==> config.mk <==
export PLATFORM = sky130hd
export DESIGN_NAME = keypad_entry_flat
export DESIGN_NICKNAME = d
export VERILOG_FILES = /design/src/rtl/keypad_entry_if.sv /design/src/rtl/keypad_entry.sv /design/src/flat_wrapper.sv
export SDC_FILE = /design/constraint.sdc
export NUM_CORES = 1
export LEC_CHECK = 0
export ABC_CLOCK_PERIOD_IN_PS = 3500
export CAP_MARGIN = 20
export CORE_MARGIN = 2
export CORE_UTILIZATION = 57
export DETAILED_ROUTE_END_ITERATION = 8
export GPL_TIMING_DRIVEN = 1
export HOLD_SLACK_MARGIN = 0.05
export PLACE_DENSITY = 0.89
export SETUP_SLACK_MARGIN = 0.5
export SYNTH_ARGS = -nofsm -noshare
export SYNTH_HDL_FRONTEND = slang
export SYNTH_SLANG_ARGS = --single-unit
==> constraint.sdc <==
create_clock -name clk -period 3.5 [get_ports clk]
set_clock_uncertainty 0.1 [all_clocks]
set_input_delay 0.525 -clock clk [delete_from_list [all_inputs] [get_ports clk]]
set_output_delay 0.525 -clock clk [all_outputs]
set_load 0.02 [all_outputs]
==> src/rtl/keypad_entry_if.sv <==
`default_nettype none
// ============================================================================
// Module      : keypad_entry_if
// Description : Key strobe input and password/status output bundle of the
//               keypad entry stage. The master side supplies keys and
//               observes results; the slave side is the entry stage itself.
// Revision    : 1.0  initial release
// ============================================================================
interface keypad_entry_if #(
  parameter int PW_WIDTH = 14
);
  logic                key_valid;
  logic [3:0]          key_code;
  logic [PW_WIDTH-1:0] password_out;
  logic                password_valid;
  logic [2:0]          digit_count;
  logic                busy;
  logic                entry_error;

  modport master (
    output key_valid, key_code,
    input  password_out, password_valid, digit_count, busy, entry_error
  );

  modport slave (
    input  key_valid, key_code,
    output password_out, password_valid, digit_count, busy, entry_error
  );
endinterface
`default_nettype wire

==> src/rtl/keypad_entry.sv <==
`default_nettype none
// ============================================================================
// Module      : keypad_entry
// Description : Collects single keypad strobes into a DIGITS-long decimal
//               code, converts it to binary on the fly and publishes it as a
//               password with a one-cycle valid pulse. Partial entries are
//               discarded after TIMEOUT_CYCLES idle cycles.
// Revision    : 1.0  initial release
// ============================================================================
module keypad_entry #(
  parameter int DIGITS         = 4,
  parameter int PW_WIDTH       = 14,
  parameter int TIMEOUT_CYCLES = 1000
) (
  input  wire logic     clk,
  input  wire logic     reset,
  keypad_entry_if.slave kp
);

  localparam int TIMER_W = (TIMEOUT_CYCLES > 1) ? $clog2(TIMEOUT_CYCLES) : 1;
  localparam logic [TIMER_W-1:0] TIMER_LAST = TIMER_W'(TIMEOUT_CYCLES - 1);
  localparam logic [2:0]         MAX_COUNT  = 3'(DIGITS);
  localparam logic [3:0]         KEY_CLEAR  = 4'd10;
  localparam logic [3:0]         KEY_ENTER  = 4'd11;

  typedef enum logic [0:0] {
    IDLE  = 1'b0,
    ENTRY = 1'b1
  } state_t;

  state_t              state;
  logic [PW_WIDTH-1:0] acc;
  logic [TIMER_W-1:0]  timer;

  logic                is_digit;
  logic                is_clear;
  logic                is_enter;
  logic [PW_WIDTH-1:0] digit_ext;
  logic [PW_WIDTH-1:0] acc_shifted;

  // Key decode and decimal accumulate (acc*10 + d); reserved codes decode to nothing
  always_comb begin
    is_digit    = kp.key_valid && (kp.key_code <= 4'd9);
    is_clear    = kp.key_valid && (kp.key_code == KEY_CLEAR);
    is_enter    = kp.key_valid && (kp.key_code == KEY_ENTER);
    digit_ext   = PW_WIDTH'(kp.key_code);
    acc_shifted = (acc * PW_WIDTH'(10)) + digit_ext;
  end

  // Entry FSM; every output is a register updated alongside the state
  always_ff @(posedge clk) begin
    if (reset) begin
      state             <= IDLE;
      acc               <= '0;
      timer             <= '0;
      kp.digit_count    <= 3'd0;
      kp.password_out   <= '0;
      kp.password_valid <= 1'b0;
      kp.entry_error    <= 1'b0;
      kp.busy           <= 1'b0;
    end else begin
      kp.password_valid <= 1'b0;
      kp.entry_error    <= 1'b0;
      case (state)
        IDLE: begin
          timer <= '0;
          if (is_digit) begin
            acc            <= digit_ext;
            kp.digit_count <= 3'd1;
            state          <= ENTRY;
            kp.busy        <= 1'b1;
          end
        end

        ENTRY: begin
          if (is_digit) begin
            // A digit always counts as activity, even when it is dropped
            timer <= '0;
            if (kp.digit_count < MAX_COUNT) begin
              acc            <= acc_shifted;
              kp.digit_count <= kp.digit_count + 3'd1;
            end else begin
              kp.entry_error <= 1'b1;
            end
          end else if (is_enter || is_clear) begin
            if (is_enter) begin
              if (kp.digit_count == MAX_COUNT) begin
                kp.password_out   <= acc;
                kp.password_valid <= 1'b1;
              end else begin
                kp.entry_error <= 1'b1;
              end
            end
            acc            <= '0;
            kp.digit_count <= 3'd0;
            timer          <= '0;
            state          <= IDLE;
            kp.busy        <= 1'b0;
          end else if (timer == TIMER_LAST) begin
            // Inactivity: discard the partial code
            kp.entry_error <= 1'b1;
            acc            <= '0;
            kp.digit_count <= 3'd0;
            timer          <= '0;
            state          <= IDLE;
            kp.busy        <= 1'b0;
          end else begin
            timer <= timer + TIMER_W'(1);
          end
        end

        default: begin
          state   <= IDLE;
          kp.busy <= 1'b0;
        end
      endcase
    end
  end

endmodule
`default_nettype wire

==> src/flat_wrapper.sv <==
// flat-port wrapper written by rule: the top's interface ports become plain ports
module keypad_entry_flat 
#(
  parameter int DIGITS         = 4,
  parameter int PW_WIDTH       = 14,
  parameter int TIMEOUT_CYCLES = 1000
)
  (clk, reset, kp_key_valid, kp_key_code, kp_password_out, kp_password_valid, kp_digit_count, kp_busy, kp_entry_error);
  keypad_entry_if #(.PW_WIDTH(PW_WIDTH)) kp_i ();
  input  wire logic clk;
  input  wire logic reset;
  input wire logic [$bits(kp_i.key_valid)-1:0] kp_key_valid;
  input wire logic [$bits(kp_i.key_code)-1:0] kp_key_code;
  output wire logic [$bits(kp_i.password_out)-1:0] kp_password_out;
  output wire logic [$bits(kp_i.password_valid)-1:0] kp_password_valid;
  output wire logic [$bits(kp_i.digit_count)-1:0] kp_digit_count;
  output wire logic [$bits(kp_i.busy)-1:0] kp_busy;
  output wire logic [$bits(kp_i.entry_error)-1:0] kp_entry_error;
  assign kp_i.key_valid = kp_key_valid;
  assign kp_i.key_code = kp_key_code;
  assign kp_password_out = kp_i.password_out;
  assign kp_password_valid = kp_i.password_valid;
  assign kp_digit_count = kp_i.digit_count;
  assign kp_busy = kp_i.busy;
  assign kp_entry_error = kp_i.entry_error;
  keypad_entry #(.DIGITS(DIGITS), .PW_WIDTH(PW_WIDTH), .TIMEOUT_CYCLES(TIMEOUT_CYCLES)) u_core (.clk(clk), .reset(reset), .kp(kp_i));
endmodule
==> flow_summary.yaml <==
logic_synthesis:
  postSynthAreaPerCell_sq_um: 9.05
  syn_area_sq_um: 2590
  synth-edff-count: 0
  syn_nets: 320
  async_reset_ff_share_pct: 0
  yosysSeqAreaShare_pct: 34.8
  yosys_warnings: 0
  ys_ff_latch: 45
  yosysUniqueCellTypes: 49
  syn_inst: 286
  synth_ff_type: "dfxtp_1"
clock_network:
  cts_tree: "built"
  cts_buffer_depth: 2
  cts.sinks: 45
  htreeDepth: 2
  cts-root-buf: "clkbuf_8"
  clkLatencyLatePin_ns: 0.30
  clkSlewWorstSetupHoldPaths_ns: 0.08
  numCtsBuffers: 5
global_route:
  overflow: 0
  grt_max_degree: 34
  grt_pass1_wl_um: 9370
  grt_pass1_vias: 2097
  antenna_found_initial: 0
  grt_usage_pct: 23.2
run:
  max_cap_violations: 0
floorplan:
  start_util_pct: 59.4
  num_rows: 24
  die_h_um: 71.4
  dieArea_sq_um: 5090
  io_pins: 27
  core-area_sq_um: 4350
  die-width_um: 71.4
final_layout:
  layout.nets: 349
  drive_gt1_share_pct: 11.1
  nFillCells: 301
  final_cell_mix: "dfxtp_1 (40), nor2_1 (38), nand2_1 (26), clkdlybuf4s50_1 (26), ha_1 (20)"
  n_antenna_cell: 0
  layout.cells.most_common: "dfxtp_1"
  area_growth_syn_to_layout_pct: 21.7
  fin_cells: 368
timing:
  finalSetupTns_ns: 0
  finalHoldViolations: 0
  tightest_slew_ns: 0.635
  clock.fmax_mhz: 333
  min_period_ns: 3.00
  drv_slew: 0
  fin_ws_ns: 0.501
  fin_crit_sh_pct: 85.7
  rsz0062_at_grt: "false"
  finalSetupViolCount: 0
  relSlewSlack_pct: 57.4
detailed_routing:
  drt-total-wl_um: 6140
  antenna_left: 0
  via_count: 2317
  firstDrtPassIters: 7
  drc: 0
  viasPerCell: 6.30
  drt_iter0_markers: 185
  wire_per_inst_um: 16.7
  highest_layer: "met4"
  routedLengthMet1_um: 2650
  wl_met2_um: 2930
  met3_length_um: 383
placed_design:
  hpwl_um: 3920
  place_inst: 359
  pre_cts_ws_ns: 0.357
  io_buffers: 26
  place.gp.congestion: 0.869
power:
  power_leakage_uw: 0.00124
  peakVddDrop_v: 0.000176
  cellPowerDensity_nw_per_um2: 332
worst_setup_path:
  end_kind: "flip-flop"
  regToRegSetupSlack_ns: 0.50
  critPathKind: "flip-flop to flip-flop"
  reg2reg_from: "u_core.acc[8]$_SDFFE_PP0P_"
  start_kind: "flip-flop"
  r2r-end: "u_core.acc[13]$_SDFFE_PP0P_"
  cp.arrival_ns: 3.15
  ff2ff_path_depth: 9
  required_ns: 3.65
  path_max_fanout: 4
worst_hold_path:
  min_from: "u_core.timer[0]$_SDFF_PP0_"
  holdPathStages: 1
  min_to: "u_core.timer[0]$_SDFF_PP0_"
  holdCritPathClass: "flip-flop to flip-flop"
outcome:
  status: "finished, final reports clean"
==> cells by family (layout without fill, tap and decap cells) <==
kind of cell,count (synthesis),after routing,synth area share (%)
AOI/OAI and AO/OA,53,53,15.6
xor gates and xnor gates,21,21,7.11
adders and majority gates,27,27,13.6
buffers and inverters,13,43,1.93
DFF,45,45,34.8
muxes,15,15,5.80
and+or+nand+nor,112,112,21.1
==> synthesized netlist by cell type (2+ instances only) <==
library cell | n | area, sq um
or3_1 | 2 | 12.5
nand3_1 | 14 | 70.1
xor2_1 | 11 | 96.3
or4_1 | 3 | 22.5
nand4_1 | 8 | 50.1
o22ai_1 | 2 | 12.5
dfxtp_1 | 45 | 901
a211oi_1 | 2 | 15.0
nand2_1 | 26 | 97.6
inv_1 | 5 | 18.8
a21oi_1 | 14 | 70.1
nor2_1 | 38 | 143
a31oi_1 | 4 | 25.0
o21ai_0 | 4 | 20.0
clkbuf_1 | 6 | 22.5
o211ai_1 | 4 | 30.0
xnor2_1 | 10 | 87.6
a21o_1 | 6 | 45.0
o211ai_2 | 2 | 25.0
mux2i_1 | 15 | 150
and2_1 | 3 | 18.8
and3_1 | 3 | 18.8
o21ai_1 | 2 | 10.0
and4_1 | 2 | 17.5
ha_1 | 25 | 313
fa_1 | 2 | 40.0
or3b_1 | 2 | 17.5
nor3_1 | 5 | 25.0
==> routing by layer <==
layer,GRT usage [%],up-vias
met1,29.1,1087
met2,38.9,105
met3,4.64,25
li1,-,1100
met5,0,-
met4,9.43,0
==> how the worst max path moves through the flow <==
stage / start / end / slack (ns) / depth (start not counted)
2_1_floorplan: u_core.acc[1]$_SDFFE_PP0P_ / u_core.acc[12]$_SDFFE_PP0P_ / 0.56 / 9
3_3_place_gp: u_core.acc[1]$_SDFFE_PP0P_ / u_core.acc[12]$_SDFFE_PP0P_ / 0.46 / 9
3_5_place_dp: u_core.acc[1]$_SDFFE_PP0P_ / u_core.acc[12]$_SDFFE_PP0P_ / 0.36 / 9
4_1_cts: u_core.acc[1]$_SDFFE_PP0P_ / u_core.acc[12]$_SDFFE_PP0P_ / 0.51 / 9
5_1_grt: u_core.acc[7]$_SDFFE_PP0P_ / u_core.acc[13]$_SDFFE_PP0P_ / 0.41 / 9
6_report: u_core.acc[8]$_SDFFE_PP0P_ / u_core.acc[13]$_SDFFE_PP0P_ / 0.50 / 9
==> area by class of cell <==
| type | count | area (sq um) | share of cell area [%] |
|---|---|---|---|
| well taps | 52 | 65.1 | 2.07 |
| clock buffers | 7 | 86.3 | 2.74 |
| flip-flops and latches | 45 | 907 | 28.8 |
| inverters | 5 | 18.8 | 0.596 |
| repair buffers | 30 | 290 | 9.22 |
| multi-input cells | 228 | 1750 | 55.6 |
| clock inverters | 1 | 30.0 | 0.954 |
==> critical path, stage by stage (launching register included) <==
cell and delay [ns]:
dfxtp_1 0.44, ha_1 0.27, ha_1 0.42, and3_1 0.25, a221oi_4 0.09, buf_4 0.16
nor3_1 0.39, o311ai_2 0.17, or4_1 0.56, nand3_1 0.09
==> where the power goes <==
group | internal [uW] | switching (uW) | leakage (uW) | total (uW)
sequential | 519 | 11.0 | 0.000366 | 530
combinational | 47.9 | 62.4 | 0.000816 | 110
clock | 233 | 174 | 0.0000585 | 407
total | 800 | 247 | 0.00124 | 1050
==> timing repair <==
action                     CTS  global route
gates resized for setup      5            16
gates cloned                 0             0
hold buffers                 0             0
pin swaps                    2             7
setup endpoints to repair    3             4
setup buffers                1             0
==> state kept, by name, indices dropped and copies added, names as in the netlist <==
| signal | count |
|---|---|
| u_core.kp.digit_count | 3 |
| u_core.acc | 14 |
| u_core.kp.entry_error | 1 |
| u_core.kp.busy | 1 |
| u_core.kp.password_out | 14 |
| u_core.state | 1 |
| u_core.timer | 10 |
| u_core.kp.password_valid | 1 |
==> through the flow <==
stage / power, uW / utilization (%) / cell area (sq um) / hold slack, ns
after floorplan: 605 / - / 2590 / 0.330
after global placement: 632 / 66.7 / 2900 / 0.347
after detailed placement: 635 / 66.7 / 2900 / 0.357
after CTS: 1040 / 70.2 / 3060 / 0.376
after global routing: 1080 / 72.3 / 3150 / 0.416
final: 1050 / 72.3 / 3150 / 0.368
(Power assumes the default switching activity.)
==> RTL change 1, RTL diff (same flow settings) <==
`PW_WIDTH` is set to 14 in 3 places; all go to 7.
--- a/src/rtl/keypad_entry_if.sv
+++ b/src/rtl/keypad_entry_if.sv
@@ -9,3 +9,3 @@
 interface keypad_entry_if #(
-  parameter int PW_WIDTH = 14
+  parameter int PW_WIDTH = 7
 );
--- a/src/rtl/keypad_entry.sv
+++ b/src/rtl/keypad_entry.sv
@@ -11,3 +11,3 @@
   parameter int DIGITS         = 4,
-  parameter int PW_WIDTH       = 14,
+  parameter int PW_WIDTH       = 7,
   parameter int TIMEOUT_CYCLES = 1000
--- a/src/flat_wrapper.sv
+++ b/src/flat_wrapper.sv
@@ -4,3 +4,3 @@
   parameter int DIGITS         = 4,
-  parameter int PW_WIDTH       = 14,
+  parameter int PW_WIDTH       = 7,
   parameter int TIMEOUT_CYCLES = 1000
Ports: changed (resized kp_password_out); port bits go from 27 to 20. No check against the original RTL was run, so the function may have changed too.
==> RTL change 1 against the unedited design <==
Setup slack improved by 0.64 ns. Hold slack improved by 0.0034 ns. Sequential cell count fell by 14. Final area down 41%. Wire length fell by 47%. Critical path type is now input pin to flop. Critical endpoint is now u_core.acc[5]$_SDFFE_PP0P_. Largest power group unchanged. Synthesized area fell by 39%. First-iteration DRC count down 75%. Largest cell class unchanged. Total power decreased by 36%.
==> RTL change 1: results <==
group,metric,value,unit
detailed_routing,detailedRoute.firstIterationViolations,47,
worst_hold_path,hp-start,"u_core.timer[0]$_SDFF_PP0_",
layout,layout_area_growth_over_synthesis,17.0,%
yosys,synth.distinct_cells,36,
global_route,track_usage,0.238,
yosys,postSynth.topFlopCell,"dfxtp_1",
power_and_ir_drop,worst_ir_drop_vdd,0.273,mV
yosys,postSynth.asyncResetShare,0,
placed_design,finalWeightedCongestion,0.832,
cts,worst_skew_pair.late_latency,0.32,ns
layout,largest_registers,"u_core.timer (10), u_core.acc (7), u_core.kp.password_out (7)",
yosys,yosys_warnings,0,
global_route,grt_first_pass_wirelength,5930,um
critical_path,reg2reg_slack,1.26,ns
critical_path,worst_path_max_delay_cell,"clkdlybuf4s50_1",
cts,post-cts-setup-buffers,0,
cts,ctsLongestPathBuffers,2,
global_route,grt_max_degree,18,
detailed_routing,detail_route.first_pass.iterations,4,
cts,hold_bufs_at_cts,0,
placed_design,pre_cts_slack,0.835,ns
critical_path,worstReg2RegStart,"u_core.acc[1]$_SDFFE_PP0P_",
sta,worst_hold_slack,0.372,ns
critical_path,count_of_cells_along_the_worst_register_to_register_path,7,
critical_path,r2r_end,"u_core.acc[6]$_SDFFE_PP0P_",
placed_design,place_hpwl,2520,um
critical_path,worst_setup_path_startpoint,"kp_key_code[1]",
critical_path,timing.critical_path.arrival,2.49,ns
worst_hold_path,holdPathEnd,"u_core.timer[0]$_SDFF_PP0_",
cts,clock_pin_slew_on_the_worst_setup_and_hold_paths,0.09,ns
power_and_ir_drop,intPower,0.493,mW
detailed_routing,via_per_inst,5.85,
layout,design.final.nets,210,
sta,fin_crit_sh,0.675,
yosys,synth_cells,169,
placed_design,detailed_place.area,1800,um^2
cts,cts-root-buf,"clkbuf_4",
critical_path,worst-path-max-fanout,5,
worst_hold_path,hold_depth,1,
layout,nFillCells,222,
critical_path,critical_path.top_delay_family,"adder cells",
layout,layout-drive-gt1-share,0.0681,
yosys,syn_nets,188,
sta,max_slew.worst_pin.slew,0.604,ns
cts,postCtsResizedCells,0,
cts,cts-htree-levels,2,
critical_path,worst_setup_path_endpoint,"u_core.acc[5]$_SDFFE_PP0P_",
critical_path,crit_path_max_incr_delay,0.51,ns
placed_design,io_buffers,19,
layout,layout.cells.non_filler,222,
yosys,synthTopCellsByCount,"dfxtp_1 (31), nor2_1 (24), ha_1 (10), inv_1 (10), xnor2_1 (10)",
yosys,synth_sequential_area_ratio,0.391,
power_and_ir_drop,total_leakage_power,0.671,nW
yosys,ys_top_cells_by_area,"dfxtp_1 (39%), ha_1 (7.9%), nor2_1 (5.7%)",
detailed_routing,post_drt_wl_per_cell,14.7,um
global_route,grt_pass1_vias,1295,
outcome,status,"complete, no violations",
global_route,antenna_found_initial,0,
## RTL change 1: cell count changes in the layout (fill, tap and decap cells not counted), moves of 6 or more
cell | before | now
a21o_1 | 6 | 0
xor2_1 | 10 | 3
mux2i_1 | 15 | 8
nand2_1 | 26 | 7
nor2_1 | 38 | 24
dfxtp_1 | 40 | 31
ha_1 | 20 | 10
clkdlybuf4s50_1 | 26 | 19
## RTL change 1: logic make-up (layout without fill, tap and decap cells)
family / Yosys count / count (layout) / synth area share
compound gates: 25 / 25 / 0.128
xor+xnor: 13 / 13 / 0.0718
buf+inv: 14 / 36 / 0.0339
fa+ha+maj: 12 / 12 / 0.104
simple gates: 64 / 64 / 0.202
flops: 31 / 31 / 0.391
mux: 10 / 10 / 0.0694
## RTL change 1: final cells by class
cell class                 instances  area share
clock buffer                       6      0.0276
clock inverter                     1     0.00270
inverter                          10      0.0202
multi-input combinational        124       0.492
sequential                        31       0.334
tap                               31      0.0209
timing repair buffer              19       0.102
## RTL change 1: power groups by stage
| stage | Sequential (mW) | Combinational [mW] | Clock [mW] |
|---|---|---|---|
| 2_1_floorplan | 0.378 | 0.0612 | 0 |
| 3_3_place_gp | 0.378 | 0.0870 | 0 |
| 3_5_place_dp | 0.378 | 0.0910 | 0 |
| 4_1_cts | 0.370 | 0.0919 | 0.215 |
| 5_1_grt | 0.372 | 0.105 | 0.231 |
| 6_report | 0.370 | 0.0921 | 0.211 |
## RTL change 1: layer usage
layer	GRT usage	vias to the layer above	part of all wire	routed length, um
met5	0	-	0	0
met4	0.130	0	0.023	76
met3	0.0553	9	0.041	133
met2	0.387	43	0.49	1590
met1	0.290	610	0.45	1470
li1	-	637	-	-
==> RTL change 2, RTL diff (same settings) <==
Without the edit above. Make the reset (`reset`) asynchronous in one clocked block.
--- a/src/rtl/keypad_entry.sv
+++ b/src/rtl/keypad_entry.sv
@@ -50,3 +50,3 @@
   // Entry FSM; every output is a register updated alongside the state
-  always_ff @(posedge clk) begin
+  always_ff @(posedge clk or posedge reset) begin
     if (reset) begin
Check against the original RTL: differs if reset is asserted again (counterexample within 4 cycles, from zero or initial values and one cycle with reset high); with reset held inactive, the same outputs for 4 cycles.
==> RTL change 2 against the unedited design <==
Via count shrank 6.8%. Sequential cell count stayed put. Maximum frequency rose by 1.3%. Synthesized area is 7.5% higher. Synthesized cell count decreased by 4.5%. Wire length shrank 5.0%. Setup slack improved by 0.039 ns. Critical endpoint is now u_core.acc[13]$_DFFE_PP0P_. Hold slack got worse by 0.036 ns. Non-clock buffer count up 7. Final area up 6.2%.
Power is not compared: it rests on default switching activity, and its combinational part moved more than twofold at a synthesized area within 25%.
==> RTL change 2: results <==
group,metric,value,unit
cts,worst_skew_pair.late_latency,0.31,ns
yosys,postSynth.asyncResetShare,1.00,
critical_path,r2r_end,"u_core.acc[13]$_DFFE_PP0P_",
yosys,synth.mux.area_fraction,0.0567,
detailed_routing,detailedRoute.firstIterationViolations,153,
placed_design,pre_cts_slack,0.320,ns
global_route,grt_max_degree,29,
placed_design,finalWeightedCongestion,0.837,
cts,tritoncts.num_buffers,5,
layout,layout-drive-gt1-share,0.159,
layout,design.final.nets,342,
global_route,grt_first_pass_wirelength,9380,um
layout,layout.cells.non_filler,376,
yosys,synth.distinct_cells,45,
power_and_ir_drop,p_sw_frac,0.418,
detailed_routing,detailroute.wirelength.met3,227,um
global_route,grt_pass1_vias,2047,
detailed_routing,routed_wirelength,5830,um
yosys,avgSynthCellArea,10.2,um^2
critical_path,worst_setup_path_startpoint,"u_core.acc[0]$_DFFE_PP0P_",
yosys,synth_fa_ha_area_frac,0.127,
sta,fin_crit_sh,0.846,
detailed_routing,topRoutingLayerUsed,"met4",
layout,count_of_inserted_antenna_diode_cells,0,
power_and_ir_drop,total_leakage_power,1.56,nW
critical_path,count_of_cells_along_the_worst_register_to_register_path,10,
cts,ctsLongestPathBuffers,2,
yosys,postSynth.topFlopCell,"dfrtp_1",
power_and_ir_drop,power_sequential,0.756,mW
critical_path,worst_path_max_delay_cell,"dfrtp_1",
critical_path,worst-path-max-fanout,4,
placed_design,place_hpwl,4140,um
detailed_routing,detail_route.first_pass.iterations,4,
yosys,syn_nets,307,
sta,slew-limit-headroom,0.625,
detailed_routing,routed-wl-met2,2880,um
cts,cts-root-buf,"clkbuf_8",
yosys,synth_sequential_area_ratio,0.405,
yosys,ys_top_cells_by_area,"dfrtp_1 (40%), ha_1 (11%), xnor2_1 (6.0%)",
worst_hold_path,timing.hold.worst.class,"input pin to asynchronous set/reset pin",
global_route,grt_util_met2,0.383,
yosys,synthesized_area_fraction_occupied_by_ao_oa_aoi_and_oai_cells,0.144,
critical_path,timing.critical_path.arrival,3.06,ns
yosys,synth_xor_area_frac,0.0881,
outcome,status,"complete, no violations",
placed_design,io_buffers,26,
global_route,grt_util_met3,0.0508,
global_route,track_usage,0.224,
yosys,synthTopCellsByCount,"dfrtp_1 (45), ha_1 (25), nor2_1 (23), nand2_1 (22), xnor2_1 (19)",
critical_path,reg2reg_slack,0.54,ns
critical_path,critical_path.top_delay_family,"adder cells",
layout,largest_registers,"u_core.acc (14), u_core.kp.password_out (14), u_core.timer (10)",
detailed_routing,via_per_inst,5.74,
yosys,yosys_warnings,0,
cts,cts-htree-levels,2,
global_route,antenna_found_initial,0,
critical_path,crit_path_max_incr_delay,0.44,ns
global_route,gr-usage-met1,0.289,
detailed_routing,routedLengthMet1,2670,um
## RTL change 2: changes by cell type after synthesis, moves of 9 or more
cell	before	now
dfrtp_1	0	45
dfxtp_1	45	0
mux2i_1	15	0
nor2_1	38	23
mux2_2	0	14
xnor2_1	10	19
## RTL change 2: through the flow
step / power [mW] / hold WS (ns) / instance area [um^2]
after global placement: 1.90 / 0.352 / 3100
final: 2.46 / 0.333 / 3340
after CTS: 2.33 / 0.374 / 3240
after detailed placement: 1.95 / 0.361 / 3100
after floorplan: 1.69 / 0.333 / 2780
after global routing: 2.64 / 0.345 / 3340
## RTL change 2: timing repair
action                                  CTS  global route
endpoints found under the setup margin    5             4
gates resized for setup                   6             7
pin swaps                                 6            10
setup buffers                             3             4
## RTL change 2: area by class of cell
cell class | count | area, um^2
Tap cell | 67 | 83.8
Multi-Input combinational cell | 211 | 1650
Fill cell | 327 | 1380
Inverter | 8 | 30.0
Timing Repair Buffer | 37 | 363
Clock inverter | 3 | 21.3
Sequential cell | 45 | 1130
Clock buffer | 5 | 68.8
